$ cat src/rtl/johnson_decoder.sv
// Johnson code receiver: decodes phase index, checks legality and succession,
// and tracks lock with a saturating error counter.
module johnson_decoder #(
  parameter int N = 4,
  parameter int LOCK_CNT = 3,
  localparam int IW = $clog2(2 * N)
) (
  input  logic          clk,
  input  logic          rst_n,
  input  logic [N-1:0]  code_in,
  input  logic          code_valid,
  input  logic          clr_err,
  output logic [IW-1:0] index,
  output logic          index_valid,
  output logic          illegal,
  output logic          step_err,
  output logic          wrap,
  output logic          locked,
  output logic [7:0]    err_count
);

  localparam int RW = $clog2(LOCK_CNT + 1);

  typedef enum logic [1:0] {
    HUNT,
    TRACK,
    LOCKED
  } state_t;

  state_t state, state_n;
  logic [IW-1:0] prev, prev_n;
  logic [RW-1:0] run, run_n;
  logic [IW-1:0] index_n;
  logic iv_n, ill_n, se_n, wrap_n, err_ev;

  logic [IW-1:0] ones, edges, dec, succ;
  logic legal, bad, fresh, good, skip;

  // Legal Johnson codes have at most one bit transition across the word.
  always_comb begin
    ones = '0;
    edges = '0;
    for (int i = 0; i < N; i++)
      ones = ones + IW'(code_in[i]);
    for (int i = 0; i < N - 1; i++)
      edges = edges + IW'(code_in[i+1] ^ code_in[i]);
  end

  assign legal = (edges <= IW'(1));
  assign dec = (code_in[N-1] || ones == '0)
             ? ones : IW'(2 * N) - ones;
  assign succ = (prev == IW'(2 * N - 1))
              ? '0 : prev + IW'(1);

  assign bad   = !legal;
  assign fresh = legal && state == HUNT;
  assign good  = legal && state != HUNT && dec == succ;
  assign skip  = legal && state != HUNT && dec != succ;

  always_comb begin
    state_n = state;
    prev_n  = prev;
    run_n   = run;
    index_n = index;
    iv_n    = 1'b0;
    ill_n   = 1'b0;
    se_n    = 1'b0;
    wrap_n  = 1'b0;
    err_ev  = 1'b0;
    if (code_valid) begin
      unique case (1'b1)
        bad: begin
          ill_n   = 1'b1;
          err_ev  = 1'b1;
          state_n = HUNT;
          run_n   = '0;
        end
        fresh: begin
          state_n = TRACK;
          run_n   = '0;
          prev_n  = dec;
          index_n = dec;
          iv_n    = 1'b1;
        end
        good: begin
          prev_n  = dec;
          index_n = dec;
          iv_n    = 1'b1;
          wrap_n  = (dec == '0);
          if (state == TRACK) begin
            run_n = run + RW'(1);
            if (run_n == RW'(LOCK_CNT))
              state_n = LOCKED;
          end
        end
        skip: begin
          se_n    = 1'b1;
          err_ev  = 1'b1;
          state_n = TRACK;
          run_n   = '0;
          prev_n  = dec;
          index_n = dec;
          iv_n    = 1'b1;
        end
        default: ;
      endcase
    end
  end

  always_ff @(posedge clk or negedge rst_n) begin
    if (!rst_n) begin
      state       <= HUNT;
      prev        <= '0;
      run         <= '0;
      index       <= '0;
      index_valid <= 1'b0;
      illegal     <= 1'b0;
      step_err    <= 1'b0;
      wrap        <= 1'b0;
      locked      <= 1'b0;
      err_count   <= '0;
    end else begin
      state       <= state_n;
      prev        <= prev_n;
      run         <= run_n;
      index       <= index_n;
      index_valid <= iv_n;
      illegal     <= ill_n;
      step_err    <= se_n;
      wrap        <= wrap_n;
      locked      <= (state_n == LOCKED);
      if (clr_err)
        err_count <= '0;
      else if (err_ev && err_count != 8'hff)
        err_count <= err_count + 8'd1;
    end
  end

endmodule

$ cat config.mk
export PLATFORM = sky130hd
export DESIGN_NAME = johnson_decoder
export DESIGN_NICKNAME = d
export VERILOG_FILES = /design/src/rtl/johnson_decoder.sv
export SDC_FILE = /design/constraint.sdc
export NUM_CORES = 1
export LEC_CHECK = 0
export BUFFER_PORTS_ARGS = -buffer_cell sky130_fd_sc_hd__buf_2
export CAP_MARGIN = 20
export CORE_MARGIN = 2
export CORE_UTILIZATION = 29
export DETAILED_ROUTE_END_ITERATION = 10
export HOLD_SLACK_MARGIN = 0.1
export SLEW_MARGIN = 0
export SYNTH_ARGS = -nofsm -noshare
export SYNTH_HDL_FRONTEND = slang
export SYNTH_SLANG_ARGS = --single-unit
$ cat constraint.sdc
create_clock -name clk -period 1.8 [get_ports clk]
set_input_delay 0.36 -clock clk [delete_from_list [all_inputs] [get_ports clk]]
set_output_delay 0.36 -clock clk [all_outputs]
set_load 0.01 [all_outputs]
Word-level counts from Yosys, hierarchy flattened
Index checks and enable logic that the tools add are counted.
{"block": "op_classes", "addsub": 9, "n_mul": 0, "n_div": 0, "order_cmp": 1, "eq_ne": 8, "shift": 0, "mux": 20, "bitwise_logic": 3, "reduce_logical": 19}
{"op": "2-to-1 mux 8 bit", "n": 2}
{"op": "2-to-1 mux 1 bit", "n": 10}
{"op": "adder 8 x 1 -> 8 bit (second input constant)", "n": 1}
{"op": "2-to-1 mux 2 bit", "n": 4}
{"op": "inequality test 8 bit (second input constant)", "n": 1}
{"op": "adder 2 x 1 -> 3 bit", "n": 2}
{"op": "zero test 3 bit", "n": 2}
{"op": "2-to-1 mux 3 bit", "n": 2}
{"op": "one-hot mux 2 bit (3 select lines)", "n": 1}
{"op": "nonzero test 2 bit", "n": 3}
{"op": "OR reduction 3 bit", "n": 2}
{"op": "logical AND 1 bit", "n": 5}
{"op": "adder 1 x 1 -> 2 bit", "n": 2}
{"op": "equality test 2 bit (second input constant)", "n": 2}
{"op": "one-hot mux 2 bit (2 select lines)", "n": 1}
{"op": "OR reduction 2 bit", "n": 2}
{"op": "adder 3 x 1 -> 3 bit", "n": 1}
{"op": "adder 3 x 1 -> 3 bit (second input constant)", "n": 1}
{"op": "equality test 3 bit", "n": 1}
{"op": "equality test 3 bit (second input constant)", "n": 1}
{"op": "<= comparator 3 x 1 -> 1 bit (second input constant)", "n": 1}
{"op": "inequality test 3 bit", "n": 1}
{"op": "AND reduction 3 bit", "n": 1}
{"op": "subtractor 1 x 3 -> 3 bit (first input constant)", "n": 1}
{"op": "other kinds (8)", "n": 10}
{"block": "word_totals", "reg_bits": 20, "latch_bits": 0, "mem_bits_rw": 0, "rom_bits": 0, "output_inout_bits": 16, "wordCells": 69, "n_memories": 0}

Longest topological paths before layout
{"block": "logic_depth", "ltp_word": 14, "depth_mapped": 14}

Worst setup path after synthesis
OpenSTA, ideal clock, no wires.
{"block": "synth_path", "kind": "in2reg", "startpoint": "input port code_in[0]", "endpoint": "register err_count[5]", "arrival_ps": 3223, "t_required_ps": 1722, "slack_ps": -1501, "stages": 14, "cell_sequence": "inv_1 > fa_1 > inv_1 > ha_1 > ha_1 > inv_1 > ha_1 > ha_1 > or3b_1 > and3_4 > o21ai_4 > nor3_4 > or4_1 > a21oi_1"}
{"block": "synth_via", "elab_chain_cells": 13, "elab_cells_between_ends": 20, "classes_between": "add/sub (6); order compare (1); eq/ne (1); mux (3); bitwise (1); reduce/logical (8)"}
{"element": "from (decl)", "line": "10", "rtl": "input logic [N-1:0] code_in,"}
{"element": "branches (longest 8 deep; another with adder 2 x 1 -> 3 bit)"}
{"element": "OR reduction 2 bit (no source line) (*)"}
{"element": "2-to-1 mux 1 bit (*)", "line": "71", "rtl": "unique case (1'b1)"}
{"element": "2-to-1 mux 1 bit (*)", "line": "70", "rtl": "if (code_valid) begin"}
{"element": "logical AND 1 bit (*)", "line": "134", "rtl": "else if (err_ev && err_count != 8'hff)"}
{"element": "nonzero test 2 bit (no source line) (*)"}
{"element": "to (signal assigned)", "line": "135", "rtl": "err_count <= err_count + 8'd1;"}
{"element": "to (decl)", "line": "19", "rtl": "output logic [7:0] err_count"}
Mark *: on every way between the ends.
A chain may end at the register's enable or synchronous reset.

Final worst setup path
{"block": "layout_path", "startpoint": "input port code_in[0]", "endpoint": "register err_count[7]"}
The elaborated chain is that of the path after synthesis.

==> summary.json <==
{
  "cp_data_required_time_ns": 1.99,
  "timing.critical_path.from_type": "input pin",
  "synthAdderAreaFrac": 0.1171,
  "critical_path_peak_fanout": 4,
  "share_of_synthesized_area_spent_on_multiplexers": 0.02523,
  "vias_in_the_first_global_route": 1245,
  "gr_ovfl_total": 0,
  "post_synth_and_or_nand_nor_area_fraction": 0.1917,
  "timing.setup.critical_path_class": "input pin to flip-flop",
  "maxCapViolations": 0,
  "maxSlewViolCount": 0,
  "avgRoutedWirePerCell_um": 13.30,
  "cts_made_buffers": 3,
  "rrSetupSlack_ns": -0.37,
  "synth_register_bits": 20,
  "layout_setup_ws_ns": -1.285,
  "synth_sequential_area_ratio": 0.4036,
  "crit_buf_inv": 4,
  "ys_async_sr_fraction": 1.000,
  "hold_path_class": "input pin to flip-flop",
  "netSwitchingFraction": 0.3743,
  "fp.dieH_um": 69.39,
  "crit_chain": "buf_8 -> inv_4 -> fa_1 -> inv_1 -> ha_2 -> ha_4 -> inv_2 -> ha_4 -> ha_4 -> or3b_4 -> and3_4 -> o21ai_4 -> nor3_4 -> or4b_1 -> a21oi_1",
  "max_stage_delay_ns": 0.52,
  "vdd.ir_drop.worst_uv": 458.9,
  "fraction_of_final_layout_cells_sized_beyond_drive_strength_1": 0.5294,
  "antenna_violating_nets_post_route": 0,
  "fillerInstances": 384,
  "grt_antenna_before_repair": 0,
  "power.density_cell_area_nw_per_um2": 1128,
  "grt_max_degree": 21,
  "overall_global_routing_resource_usage": 0.1371,
  "power_frac_seq": 0.244,
  "setup-violations-final": 17,
  "clk-insertion-delay-late_ns": 0.27,
  "drt_first_pass_iters": 4,
  "synth_top_family_by_area": "simple AND/OR/NAND/NOR gates",
  "worst_clock_skew_ns": 0.006197,
  "p_switching_uw": 835.3,
  "xor_xnor_cell_area_share_of_the_yosys_netlist": 0.04137,
  "crit_top_cell": "ha_4",
  "placement_rows": 23,
  "relSlewSlack": 0.6856,
  "synth_enable_flop_cells": 0,
  "numPortBuffers": 23,
  "floorplan.die.width_um": 69.39,
  "avgSynthCellArea_um2": 9.763,
  "met3_usage": 0.02326,
  "critical_path_arrival_ns": 3.28,
  "cpMaxStageDelayCell": "fa_1",
  "fin_crit_sh": 1.714,
  "drt_drc_violations_left": 0,
  "violations": "negative setup slack",
  "outcome": "finished with violations",
  "yosysWarningCount": 0,
  "initialDrtViolationCount": 47,
  "synth_ff_type": "dfrtp_1",
  "syn-instance-count": 127,
  "critPathCaptureType": "flip-flop",
  "fin_worst_hold_slack_ns": 0.3523,
  "fraction_of_power_consumed_by_combinational_cells": 0.598,
  "placed_instance_area_um2": 1648,
  "floorplan.die_area_um2": 4815,
  "detailed_place_hpwl_um": 2197,
  "htree_levels": 1,
  "grt_pass1_wl_um": 5492,
  "start_util": 0.3056,
  "cts_tree": "built",
  "numClockSinks": 20,
  "clock_power_share": 0.158,
  "via_count": 1188,
  "clock_transition_at_the_registers_of_the_reported_paths_ns": 0.07,
  "cts-root-to-sink-buffers": 2,
  "clock_tree.root_cell": "clkbuf_8",
  "wl_um": 3151,
  "timing_hold_violations_final": 0,
  "synth_nets": 146,
  "tightestPinTransition_ns": 0.4699,
  "setup_repair_after_global_routing_missed_its_margin": "yes",
  "syn-cell-area_um2": 1240,
  "diodes": 0,
  "area_growth_pct": 59.54,
  "nets": 207,
  "final_period_minus_worst_setup_slack_ns": 3.085,
  "met2_usage": 0.2436,
  "synth_compound_area_frac": 0.1786,
  "cpLargestDelayFamily": "adder cells",
  "preCtsSetupSlack_ns": -1.692,
  "number_of_i_o_pins": 24,
  "p_int_uw": 1396,
  "grtUsageMet1": 0.1617,
  "avgViaCountPerCell": 5.013,
  "timing.fmax_ghz": 0.3241,
  "core_area_um2": 4058,
  "grt_most_used_layer": "met2",
  "post_synth_num_cell_types": 41,
  "gp_congestion": 0.7843,
  "final_cell_area_um2": 1978,
  "static-leakage-power_uw": 0.0008801
}
## worst reg2reg max path, cell delays in order (launching register included)
cell      delay [ns]
dfrtp_1         0.40
ha_1            0.19
ha_1            0.19
nand2b_1        0.19
and3_4          0.21
o21ai_4         0.21
nor3_4          0.08
or4b_1          0.49
a21oi_1         0.13
## worst paths after layout
kind	endpoint	depth (start not counted)	start
max in group asynchronous	err_count[5]$_DFFE_PN0P_	2	rst_n
worst min register to register	run[0]$_DFFE_PN0P_	3	run[0]$_DFFE_PN0P_
worst max register to register	err_count[7]$_DFFE_PN0P_	8	prev[1]$_DFFE_PN0P_
worst min-delay path	state[0]$_DFF_PN0_	2	code_valid
min in group asynchronous	err_count[4]$_DFFE_PN0P_	2	rst_n
worst max-delay path	err_count[7]$_DFFE_PN0P_	15	code_in[0]
## metal layers
metal	vias to the layer above	wire length, um
li1	579	-
met1	570	1322
met2	32	1639
met3	7	126
met4	0	63
met5	-	0
## what timing repair did
item	CTS	global route
endpoints found under the setup margin	18	18
hold buffers	1	0
buffers inserted	8	4
cloned	1	0
resized for setup	26	15
pin swaps	17	18
hold endpoints to repair	20	0
## power by group through the flow
stage               logic [uW]  registers (uW)  clock network [uW]
detailed placement         914             553                   0
finish                    1330             544                 353
floorplan                  534             582                   0
global placement           896             548                   0
CTS                       1250             544                 356
global route              1450             550                 373
## layout by cell type, fill, tap and decap left out, types with 2 or more instances in the layout
cell and instances:
xor2_1 2, or3_1 2, o31ai_4 2, inv_2 2
nor2_1 11, or2_2 2, ha_1 4, o21ai_0 4
buf_6 9, nand2b_1 2, nor4_2 2, a21oi_2 3
dfrtp_1 20, buf_2 20, nor2_2 2, o31ai_2 2
clkbuf_8 4, nor2_4 2, nand3_1 5, buf_4 25
buf_8 2, inv_1 8, nand2_1 5, ha_4 5
a21oi_1 8
## cell usage after synthesis, types with 2 or more instances
library cell | number | area, um2
a21oi_1 | 12 | 60.06
dfrtp_1 | 20 | 500.5
ha_1 | 10 | 125.1
inv_1 | 12 | 45.04
mux2i_1 | 2 | 20.02
nand2_1 | 6 | 22.52
nand2b_1 | 2 | 12.51
nand3_1 | 5 | 25.02
nor2_1 | 15 | 56.30
nor4_1 | 2 | 12.51
o21ai_0 | 5 | 25.02
o31ai_1 | 2 | 15.01
or2_2 | 2 | 12.51
or3_1 | 3 | 18.77
xor2_1 | 3 | 26.28
## sequential cells by signal, indices dropped and copies added, names as in the netlist
signal / count
prev: 3
index_valid: 1
err_count: 8
run: 2
wrap: 1
step_err: 1
locked: 1
state: 2
illegal: 1
## area by class of cell
cell class,instances,area [um2],area share
sequential,20,500.5,0.2530
inverter,12,55.05,0.02783
multi-input combinational,94,875.8,0.4428
tap,50,62.56,0.03163
clock buffer,4,55.05,0.02783
timing repair buffer,57,429.2,0.2170
## through the flow
step | power (uW) | cells | utilization | TNS [ns]
floorplan | 1116 | 127 | - | -19.92
global placement | 1444 | 221 | 0.4061 | -24.85
detailed placement | 1467 | 221 | 0.4061 | -25.56
CTS | 2152 | 234 | 0.4687 | -18.53
global route | 2372 | 237 | 0.4875 | -20.98
finish | 2232 | 237 | 0.4875 | -18.52
## logic make-up (layout without fill, tap and decap cells)
family / after synthesis / in the layout
flops: 20 / 20
mux: 3 / 3
fa+ha+maj: 11 / 11
xor+xnor: 5 / 5
buf+inv: 14 / 73
simple gates: 43 / 43
compound gates: 31 / 32
Note: power is estimated with default switching activity, not from simulation.
